`config.mk`:
```
export PLATFORM = sky130hd
export DESIGN_NAME = mips_fetch_unit
export DESIGN_NICKNAME = d
export VERILOG_FILES = /design/src/rtl/mips_fetch_unit.sv
export SDC_FILE = /design/constraint.sdc
export NUM_CORES = 1
export LEC_CHECK = 0
export ABC_AREA = 1
export CAP_MARGIN = 20
export CORE_MARGIN = 3
export CORE_UTILIZATION = 45
export CTS_CLUSTER_SIZE = 10
export DETAILED_ROUTE_END_ITERATION = 6
export GPL_ROUTABILITY_DRIVEN = 0
export HOLD_SLACK_MARGIN = 0.08
export PLACE_DENSITY = 0.66
export SLEW_MARGIN = 10
export SYNTH_ARGS = -nofsm -noshare
export SYNTH_HDL_FRONTEND = slang
export SYNTH_SLANG_ARGS = --single-unit
export TNS_END_PERCENT = 100
```
`constraint.sdc`:
```
create_clock -name clock -period 26 [get_ports clock]
set_input_delay 7.8 -clock clock [delete_from_list [all_inputs] [get_ports clock]]
set_output_delay 7.8 -clock clock [all_outputs]
set_load 0.005 [all_outputs]
```
`src/rtl/mips_fetch_unit.sv`:
```
// mips_fetch_unit: instruction fetch front end with a small prefetch FIFO.
//
// One instruction-memory read is outstanding at a time. Returned words are
// queued with their PC and handed to the core in address order. A redirect
// flushes the queue, retargets fetch_pc, and drops any outstanding
// request's data when it returns.
//
// Optional feature: define FETCH_STATS_EN to add the stall_count output.
// It counts cycles where the core is ready but no instruction is
// available, and saturates at all ones.
//
// Ports:
//   clock, reset                 : single clock, async active-high reset
//   imem_req, imem_addr          : read request and word-aligned byte address
//   imem_ack, imem_rdata         : read completion and returned word
//   instr_valid, instr, instr_pc : head of the prefetch FIFO
//   instr_ready                  : core consumes the head this cycle
//   redirect, redirect_pc        : taken branch/jump and its target
//   stall_count                  : (FETCH_STATS_EN only) stall cycle count
module mips_fetch_unit #(
  parameter logic [31:0] RESET_PC   = 32'h0000_0000,
  parameter int          FIFO_DEPTH = 4
) (
  input  logic        clock,
  input  logic        reset,
  output logic        imem_req,
  output logic [31:0] imem_addr,
  input  logic        imem_ack,
  input  logic [31:0] imem_rdata,
  output logic        instr_valid,
  output logic [31:0] instr,
  output logic [31:0] instr_pc,
  input  logic        instr_ready,
  input  logic        redirect,
  input  logic [31:0] redirect_pc
`ifdef FETCH_STATS_EN
  ,
  output logic [31:0] stall_count
`endif
);

  localparam int PTR_W = $clog2(FIFO_DEPTH);
  localparam int CNT_W = PTR_W + 1;
  localparam logic [CNT_W-1:0] DEPTH_C = CNT_W'(FIFO_DEPTH);
  localparam logic [CNT_W-1:0] CNT_ONE = CNT_W'(1);
  localparam logic [PTR_W-1:0] PTR_ONE = PTR_W'(1);

  typedef enum logic [1:0] {
    ST_IDLE = 2'd0,
    ST_WAIT = 2'd1,
    ST_DROP = 2'd2
  } state_t;

  state_t           state_r;
  logic [31:0]      fetch_pc_r;
  logic [31:0]      fifo_pc_r   [FIFO_DEPTH];
  logic [31:0]      fifo_data_r [FIFO_DEPTH];
  logic [PTR_W-1:0] rd_ptr_r;
  logic [PTR_W-1:0] wr_ptr_r;
  logic [CNT_W-1:0] count_r;

  logic             push_s;
  logic             pop_s;
  logic             issue_s;
  logic             not_empty_s;
  logic [31:0]      redirect_target_s;

  // Handshake decodes; redirect suppresses push, pop and issue.
  always_comb begin
    not_empty_s       = (count_r != {CNT_W{1'b0}});
    push_s            = (state_r == ST_WAIT) && imem_ack && !redirect;
    pop_s             = not_empty_s && instr_ready && !redirect;
    issue_s           = (state_r == ST_IDLE) && (count_r < DEPTH_C) && !redirect;
    redirect_target_s = redirect_pc & 32'hFFFF_FFFC;
  end

  // Core-facing outputs come straight from the FIFO head registers.
  always_comb begin
    instr_valid = not_empty_s;
    instr       = fifo_data_r[rd_ptr_r];
    instr_pc    = fifo_pc_r[rd_ptr_r];
  end

  // Request state machine: owns fetch_pc and the registered memory request.
  always_ff @(posedge clock or posedge reset) begin
    if (reset) begin
      state_r    <= ST_IDLE;
      fetch_pc_r <= RESET_PC;
      imem_req   <= 1'b0;
      imem_addr  <= RESET_PC;
    end else begin
      case (state_r)
        ST_IDLE: begin
          // An ack seen here belongs to an abandoned request and is ignored.
          if (redirect) begin
            fetch_pc_r <= redirect_target_s;
          end else if (issue_s) begin
            imem_req  <= 1'b1;
            imem_addr <= fetch_pc_r;
            state_r   <= ST_WAIT;
          end else begin
            state_r <= ST_IDLE;
          end
        end
        ST_WAIT: begin
          if (imem_ack) begin
            imem_req   <= 1'b0;
            state_r    <= ST_IDLE;
            fetch_pc_r <= redirect ? redirect_target_s : (fetch_pc_r + 32'd4);
          end else if (redirect) begin
            // Request stays on the bus; its data is thrown away on return.
            state_r    <= ST_DROP;
            fetch_pc_r <= redirect_target_s;
          end else begin
            state_r <= ST_WAIT;
          end
        end
        ST_DROP: begin
          if (imem_ack) begin
            imem_req <= 1'b0;
            state_r  <= ST_IDLE;
          end else begin
            state_r <= ST_DROP;
          end
          if (redirect) begin
            fetch_pc_r <= redirect_target_s;
          end
        end
        default: begin
          state_r  <= ST_IDLE;
          imem_req <= 1'b0;
        end
      endcase
    end
  end

  // Prefetch FIFO storage, pointers and occupancy; redirect empties it.
  always_ff @(posedge clock or posedge reset) begin
    if (reset) begin
      rd_ptr_r <= {PTR_W{1'b0}};
      wr_ptr_r <= {PTR_W{1'b0}};
      count_r  <= {CNT_W{1'b0}};
      for (int i = 0; i < FIFO_DEPTH; i++) begin
        fifo_pc_r[i]   <= 32'h0000_0000;
        fifo_data_r[i] <= 32'h0000_0000;
      end
    end else if (redirect) begin
      rd_ptr_r <= {PTR_W{1'b0}};
      wr_ptr_r <= {PTR_W{1'b0}};
      count_r  <= {CNT_W{1'b0}};
    end else begin
      if (push_s) begin
        fifo_pc_r[wr_ptr_r]   <= imem_addr;
        fifo_data_r[wr_ptr_r] <= imem_rdata;
        wr_ptr_r              <= wr_ptr_r + PTR_ONE;
      end
      if (pop_s) begin
        rd_ptr_r <= rd_ptr_r + PTR_ONE;
      end
      case ({push_s, pop_s})
        2'b10:   count_r <= count_r + CNT_ONE;
        2'b01:   count_r <= count_r - CNT_ONE;
        default: count_r <= count_r;
      endcase
    end
  end

`ifdef FETCH_STATS_EN
  logic [31:0] stall_count_r;

  // Saturating count of cycles where the core waits on an empty FIFO.
  always_ff @(posedge clock or posedge reset) begin
    if (reset) begin
      stall_count_r <= 32'h0000_0000;
    end else if (instr_ready && !not_empty_s && (stall_count_r != 32'hFFFF_FFFF)) begin
      stall_count_r <= stall_count_r + 32'd1;
    end else begin
      stall_count_r <= stall_count_r;
    end
  end

  assign stall_count = stall_count_r;
`endif

endmodule

```
==> metrics.csv, run 1 <==
metric;value;unit
power;1888;uW
cts_buffers;39;
synth_ff_type;dfrtp_1;
fmax;86.45;MHz
status;finished with violations;
end_kind;primary output;
worstPathArrival;3.77;ns
drv_slew;0;
pre_cts_slack;14.91;ns
cpPeakStageDelay;0.87;ns
critical-path-slowest-cell;clkinv_2;
grt_max_degree;130;
drc_errors;1;
hold_buffers;0;
worst_slack;14.43;ns
coreArea;32700;um^2
crit_family;buffers and inverters;
grt_pass1_vias;12220;
first_iter_violations;979;
synth_top_area_share;54.95;%
grt-ovfl-total;0;
drive_above_1_share;4.956;%
rr_worst_depth;7;
ys_seq_area_share;54.95;%
numPlacedInstances;2310;
crit_fanout;70;
syn_area;15030;um^2
period_share;44.49;%
cap_violations;0;
path_clk_slew;0.05;ns
dieHeight;188.7;um
powerDensity;105.1;nW/um^2
finalClockSkew;0.01170;ns
tns;0;ns
detail-route-antenna-nets;0;
hold_violations;0;
min_path_cells;2;
cts_max_level;2;
cts_root_buffer;clkbuf_16;
clock_latency;0.51;ns
wl_met2;17700;um
worst_slew_pin_slew;1.105;ns
start_util;45.95;%
post-route-min-period;11.57;ns
irDropWorstVdd;48.55;uV
postCtsSetupBuffers;0;
cts_resized;0;
ys_types;35;
stdcell_count;2359;
violations;DRC;
numClockSinks;330;
async_flop_share;100.0;%
cts_tree;done;
dieArea;35620;um^2
viasPerCell;5.329;
grt_pass1_wl;63470;um
synth.top_cells.by_count;nand2_1 (435), dfrtp_1 (330), o21ai_1 (266);
antenna_found_initial;0;
fp-row-count;66;
synth_top_area_cell;dfrtp_1;
n_fill_cell;3041;
final_nets;1990;
worstPathCellList;clkinv_2 > buf_4 > o21ai_0 > o22ai_1 > clkdlybuf4s50_1;
pin_count;167;
synth_edf_count;0;
p_leak;0.008186;uW
wl_per_cell;16.43;um
clk_path_buf_depth;3;
synthCells;1806;
drt-met1-wl;17950;um
cp.depth;5;
die_x;188.7;um
synth_seq_cells;330;
routed-via-count;12570;
synth_most_common_cell;nand2_1;
syn_nets;1886;
syn_to_final_growth;19.54;%
avgSynthCellArea;8.321;um^2
drt-total-wl;38770;um
hold_path.class;reg2reg;
cp.required;18.20;ns
setup_violations;0;
hpwl;23480;um
rsz0062_at_grt;no;
critical_path_buf_inv_count;3;
grtUsageTotal;21.65;%
whs;0.4818;ns
firstDrtPassIters;7;
highest_layer;met4;
slew_headroom;26.35;%
dr_wl_met3;2284;um
worstSetupStartpointType;flip-flop;
ys_warn_count;0;
synthTopCellsByArea;dfrtp_1 (55%), nand2_1 (11%), o21ai_1 (8.9%), o21ai_0 (6.4%), nor2_1 (4.1%);
diodes;0;
port-buffer-count;164;
critPathKind;reg2out;
==> area by class of cell <==
cell class	count	area, um^2	share of cell area (%)
Tap cell	442	553.0	3.079
Inverter	123	473.0	2.633
Sequential cell	330	8263	46.00
Clock buffer	48	1092	6.081
Timing Repair Buffer	180	1782	9.919
Multi-Input combinational cell	1236	5801	32.29
==> final timing paths <==
| path | to | start | slack, ns |
|---|---|---|---|
| setup / recovery | instr[18] | rd_ptr_r[0] | 14.43 |
| hold / removal | fifo_data_r[69] | fifo_data_r[69] | 0.48 |
| setup reg to reg | fifo_data_r[23] | state_r[1] | 23.44 |
| hold reg to reg | fifo_data_r[69] | fifo_data_r[69] | 0.48 |
| max in group asynchronous | rd_ptr_r[1] | reset | 15.77 |
| min in group asynchronous | fifo_pc_r[122] | reset | 7.85 |
==> worst min-delay path: stages, from the launching register on <==
cell and delay (ns):
dfrtp_1 0.33, nand2_1 0.05, o21ai_1 0.06
==> routing by layer <==
metal,global-route usage [%],vias to the layer above
li1,-,6168
met1,31.10,5969
met2,34.89,383
met3,3.088,52
met4,5.471,0
met5,0,-
==> kinds of logic (layout without fill, tap and decap cells) <==
kind of cell	count (synthesis)	count (layout)	synth area share, %
and+or+nand+nor	670	670	17.99
adders and majority gates	11	11	0.9659
buffers and inverters	240	351	6.678
xor gates and xnor gates	5	5	0.2914
AOI/OAI and AO/OA	550	550	19.12
DFF	330	330	54.95
==> report_power, final <==
| part | switching (uW) | leakage, uW | total, uW | internal [uW] |
|---|---|---|---|---|
| combinational | 343 | 0.00329 | 643 | 300 |
| clock | 194 | 0.000538 | 484 | 290 |
| sequential | 101 | 0.00436 | 761 | 659 |
==> cell usage in the layout, fill, tap and decap left out, types with 3 or more instances in the layout <==
cell and n:
nand2_1 431, dfrtp_1 328, o21ai_1 266, o21ai_0 192
nor2_1 165, clkdlybuf4s50_1 164, inv_1 115, o22ai_1 65
clkbuf_16 41, nand3_1 33, buf_4 15, a21oi_1 12
o211ai_1 11, ha_1 10, nand4_1 8, nor2_2 6
nor3_2 6, nand2_4 5, xor2_1 5, nor3_1 5
inv_2 4, clkbuf_8 4, nor2_4 3, clkbuf_1 3
==> stage by stage <==
stage	instance area (um^2)	util, %
2_1_floorplan	15030	-
3_3_place_gp	16840	51.51
3_5_place_dp	16840	51.51
4_1_cts	17940	54.85
5_1_grt	17960	54.93
6_report	17960	54.93
==> sequential cells by signal, indices dropped and copies added, names as in the netlist <==
name and cells:
fifo_data_r 128, fetch_pc_r 32, wr_ptr_r 2, rd_ptr_r 2, fifo_pc_r 128, count_r 3, imem_addr 32, state_r 2
imem_req 1
(Power assumes the default switching activity.)
==> run 2: changes to the inputs <==
==> constraint.sdc (replaced) <==
create_clock -name clock -period 11.5 [get_ports clock]
set_input_delay 3.45 -clock clock [delete_from_list [all_inputs] [get_ports clock]]
set_output_delay 3.45 -clock clock [all_outputs]
set_load 0.005 [all_outputs]
==> run 2 against run 1 <==
  * The flow now finishes without violations
  * First-iteration DRC count up 1.7%
  * Combinational power is 130% higher
  * Global-route usage about the same
  * Clock skew is 0.0040 ns higher
  * Flip-flop and latch count stayed put
  * Final cell count increased by 0.17%
  * Setup slack worse by 9.9 ns
  * Wire length fell by 0.58%
  * Final area about the same
  * Clock power increased by 120%
  * Sequential power increased by 120%
  * Critical path depth did not move
  * Critical endpoint is now instr_pc[23]
==> metrics.csv, run 2 (synthesized netlist as in run 1, its figures left out) <==
metric;value;unit
reg_top3;fifo_data_r (128), fifo_pc_r (128);
hold_path.class;reg2reg;
cts_buffers;40;
final_common_cell;nand2_1;
cts_root_buffer;clkbuf_16;
numClockSinks;330;
clk_path_buf_depth;3;
drive_above_1_share;4.841;%
min_from;fifo_data_r[80];
grt-ovfl-total;0;
cap_violations;0;
start_util;45.95;%
cts_resized;0;
fp-row-count;66;
swShare;34.03;%
grt_pass1_wl;63770;um
intPower;2812;uW
detail-route-antenna-nets;0;
post-route-min-period;6.932;ns
irDropWorstVdd;115.6;uV
die_x;188.7;um
status;finished, final reports clean;
antenna_found_initial;0;
worstPathArrival;3.48;ns
firstDrtPassIters;7;
fmax;144.3;MHz
min_to;fifo_data_r[80];
viasPerCell;5.336;
rr_worst_depth;10;
diodes;0;
slew_headroom;27.57;%
grtUsageTotal;21.62;%
drc_errors;0;
cts_max_level;2;
grt_max_degree;195;
drv_slew;0;
rsz0062_at_grt;no;
post-route-util;54.89;%
crit_fanout;76;
powerDensity;237.4;nW/um^2
port-buffer-count;164;
hpwl;23100;um
routed-via-count;12610;
period_share;60.28;%
hold_buffers;0;
critPathKind;reg2out;
worstSetupStartpointType;flip-flop;
coreArea;32700;um^2
cts_tree;done;
worst_slew_pin_slew;1.086;ns
switchingPower;1450;uW
p_leak;0.008168;uW
setup_violations;0;
tns;0;ns
postCtsSetupBuffers;0;
path_clk_slew;0.06;ns
combPwrFrac;34.4;%
pin_count;167;
hold_violations;0;
first_iter_violations;996;
reg2reg_setup_slack;8.86;ns
r2r-end;fetch_pc_r[13];
end_kind;primary output;
clock_latency;0.51;ns
pwr-share-clk;25.4;%
dieHeight;188.7;um
mostFrequentLayoutCells;nand2_1 (431), dfrtp_1 (328), o21ai_1 (266), o21ai_0 (192), nor2_1 (165);
wl_per_cell;16.31;um
grt_pass1_vias;12340;
power_frac_seq;40.1;%
drt-total-wl;38540;um
cp.required;8.05;ns
syn_to_final_growth;19.46;%
dieArea;35620;um^2
finalClockSkew;0.01575;ns
final_nets;1990;
min_path_cells;2;
r2r_start;state_r[0];
-- run 2: worst max path at each step --
stage                           start  slack [ns]  depth (start not counted)            to
after floorplan                 reset        3.64                          1    count_r[0]
after global placement    rd_ptr_r[0]        5.09                          5  instr_pc[23]
after detailed placement  rd_ptr_r[0]        5.10                          5  instr_pc[23]
after CTS                 rd_ptr_r[0]        4.55                          5  instr_pc[23]
after global routing      rd_ptr_r[0]        4.37                          5     instr[26]
final                     rd_ptr_r[0]        4.57                          5  instr_pc[23]
-- run 2: area by class of cell --
class                           count  area, um^2
Fill cell                        3050       14750
Sequential cell                   330        8263
Multi-Input combinational cell   1236        5801
Timing Repair Buffer              179        1787
Clock buffer                       50        1060
Tap cell                          442       553.0
Inverter                          123       469.2
Clock inverter                      3       18.77
-- run 2: power groups by stage --
stage / clock network [uW] / registers (uW) / logic, uW
after floorplan: 0 / 1660 / 816
after global placement: 0 / 1710 / 1450
after detailed placement: 0 / 1720 / 1470
after CTS: 1110 / 1710 / 1480
after global routing: 1160 / 1750 / 1650
final: 1080 / 1710 / 1470
-- run 2: metrics by stage --
| step | setup WS [ns] | instance area [um^2] | total power, uW | instances | hold WS, ns |
|---|---|---|---|---|---|
| 2_1_floorplan | 3.643 | 15030 | 2476 | 1806 | 0.4530 |
| 3_3_place_gp | 5.085 | 16840 | 3159 | 2309 | 0.4663 |
| 6_report | 4.568 | 17950 | 4262 | 2363 | 0.4807 |
| 3_5_place_dp | 5.102 | 16840 | 3194 | 2309 | 0.4727 |
| 4_1_cts | 4.545 | 17920 | 4299 | 2362 | 0.4856 |
| 5_1_grt | 4.369 | 17950 | 4555 | 2363 | 0.5051 |
-- run 2: worst max-delay path: stages, from the launching register on --
cell,delay [ns]
dfrtp_4,0.60
clkinv_2,0.56
buf_4,0.76
o21ai_0,0.16
o22ai_1,0.24
clkdlybuf4s50_1,0.56
-- run 2: metal layers --
| layer | part of all wire (%) | routed length (um) | global-route usage (%) | vias to the layer above |
|---|---|---|---|---|
| li1 | - | - | - | 6196 |
| met1 | 48 | 18490 | 31.28 | 5955 |
| met2 | 44 | 17140 | 34.15 | 383 |
| met3 | 5.0 | 1909 | 2.828 | 76 |
| met4 | 2.6 | 1001 | 6.732 | 0 |
| met5 | 0 | 0 | 0 | - |
==> run 3: changes to the inputs <==
--- a/config.mk
+++ b/config.mk
@@ -13,7 +13,7 @@
 export DETAILED_ROUTE_END_ITERATION = 6
 export GPL_ROUTABILITY_DRIVEN = 0
 export HOLD_SLACK_MARGIN = 0.08
-export PLACE_DENSITY = 0.66
+export PLACE_DENSITY = 0.69
 export SLEW_MARGIN = 10
 export SYNTH_ARGS = -nofsm -noshare
 export SYNTH_HDL_FRONTEND = slang
==> constraint.sdc (replaced) <==
create_clock -name clock -period 6.1 [get_ports clock]
set_input_delay 1.83 -clock clock [delete_from_list [all_inputs] [get_ports clock]]
set_output_delay 1.83 -clock clock [all_outputs]
set_load 0.005 [all_outputs]
==> run 3 against run 2 <==
  * Clock-buffer cell count fell by 1
  * Flip-flop and latch count did not move
  * Worst hold slack improved by 0.0011 ns
  * Via count rose by 0.86%
  * Non-clock buffer count rose by 4
  * Register-to-register slack got worse by 5.3 ns
  * Critical path depth fell by 1
  * Total power rose by 91%
  * Wire length rose by 0.23%
  * Critical path type unchanged
  * Die area did not move
  * Utilization rose by 0.39 points
  * Global-route usage rose by 0.30 points
==> metrics.csv, run 3 (synthesized netlist as in run 1, its figures left out) <==
metric;value;unit
hpwl;24070;um
post-route-min-period;5.089;ns
antenna_found_initial;0;
drive_above_1_share;5.244;%
r2r_start;state_r[0];
rsz0062_at_grt;no;
dieArea;35620;um^2
crit_fanout;83;
grt-ovfl-total;0;
powerDensity;451.2;nW/um^2
final_common_cell;nand2_1;
worstSetupStartpointType;flip-flop;
cap_violations;0;
min_from;fifo_data_r[91];
clk_path_buf_depth;3;
p_leak;0.008235;uW
cts_buffers;40;
post-route-util;55.29;%
viasPerCell;5.371;
grtUsageTotal;21.92;%
drc_errors;0;
end_kind;primary output;
cts_tree;done;
final_nets;1994;
hold_violations;0;
path_clk_slew;0.06;ns
first_iter_violations;985;
mostFrequentLayoutCells;nand2_1 (431), dfrtp_1 (328), o21ai_1 (266), o21ai_0 (192), nor2_1 (165);
clock_latency;0.52;ns
min_to;fifo_data_r[91];
drv_slew;0;
finalClockSkew;0.01761;ns
dieHeight;188.7;um
numClockSinks;330;
status;finished, final reports clean;
syn_to_final_growth;20.32;%
postCtsSetupBuffers;0;
fp-row-count;66;
hold_path.class;reg2reg;
critPathKind;reg2out;
critical-path-slowest-cell;buf_4;
worstPathArrival;3.26;ns
drt-total-wl;38630;um
cts_max_level;2;
cts_root_buffer;clkbuf_16;
grt_pass1_wl;64300;um
detail-route-antenna-nets;0;
reg_top3;fifo_data_r (128), fifo_pc_r (128);
worstPathCellList;buf_4 > o21ai_0 > o22ai_1 > clkdlybuf4s50_1;
pin_count;167;
grt_pass1_vias;12320;
irDropWorstVdd;206.3;uV
routed-via-count;12720;
wl_per_cell;16.31;um
grt_max_degree;131;
diodes;0;
pre_cts_slack;1.610;ns
hold_buffers;0;
min_path_cells;2;
slew_headroom;36.12;%
start_util;45.95;%
crit_family;buffers and inverters;
worst_slew_pin_slew;0.9572;ns
port-buffer-count;164;
period_share;83.42;%
cp.required;4.27;ns
r2r-end;fetch_pc_r[14];
setup_violations;0;
reg2reg_setup_slack;3.58;ns
firstDrtPassIters;5;
die_x;188.7;um
worst_slack;1.011;ns
cts_resized;0;
rr_worst_depth;5;
coreArea;32700;um^2
fmax;196.5;MHz
cp.depth;4;
critical_path_buf_inv_count;2;
cpPeakStageDelay;0.77;ns
## run 3: cell count changes in the layout (fill, tap and decap cells not counted), sizes merged
cell,change
buf,+4
clkbuf,-1
bufinv,+2
inv,+3
clkinv,-3
## run 3: cell type report
class                      instances  area [um^2]
tap                              442        553.0
fill                            2990        14620
clock buffer                      49         1076
timing repair buffer             183         1834
multi-input combinational       1236         5801
clock inverter                     5        82.58
sequential                       330         8263
inverter                         123        470.5
## run 3: per-stage QoR
stage	instance area (um^2)	setup TNS (ns)	std cells	hold slack (ns)	total power, uW
3_5_place_dp	16920	0	2314	0.4726	6040
6_report	18080	0	2368	0.4818	8158
2_1_floorplan	15030	-45.10	1806	0.4530	4668
5_1_grt	18080	0	2368	0.5001	8734
3_3_place_gp	16920	0	2314	0.4663	5964
4_1_cts	18080	0	2368	0.4864	8238
## run 3: where the power goes
part / switching (uW) / internal (uW) / total [uW]
clock network: 845 / 1310 / 2160
logic: 1480 / 1290 / 2770
registers: 425 / 2810 / 3240
total: 2750 / 5410 / 8160
## run 3: worst max path at each step
stage	start	end
floorplan	reset	count_r[0]
global placement	rd_ptr_r[0]	instr_pc[20]
detailed placement	rd_ptr_r[0]	instr_pc[20]
CTS	rd_ptr_r[0]	instr_pc[20]
global route	rd_ptr_r[0]	instr_pc[17]
finish	rd_ptr_r[0]	instr_pc[20]
## run 3: worst reg2reg max path: cells and delay by family, from the launching register on
family / cells / cell delay [ns]
buffers and inverters: 1 / 0.70
AND/OR/NAND/NOR: 1 / 0.33
adder cells (fa/ha/maj): 1 / 0.75
flip-flops: 1 / 0.41
AO/OA/AOI/OAI: 2 / 0.26
## run 3: routing by layer
layer  track usage, %  vias up  share of wire [%]  wire length (um)
met4            5.930        0                2.0               790
met2            35.28      409                 46             17700
li1                 -     6180                  -                 -
met5                0        -                  0                 0
met1            31.20     6072                 46             17680
met3            3.330       57                6.4              2454
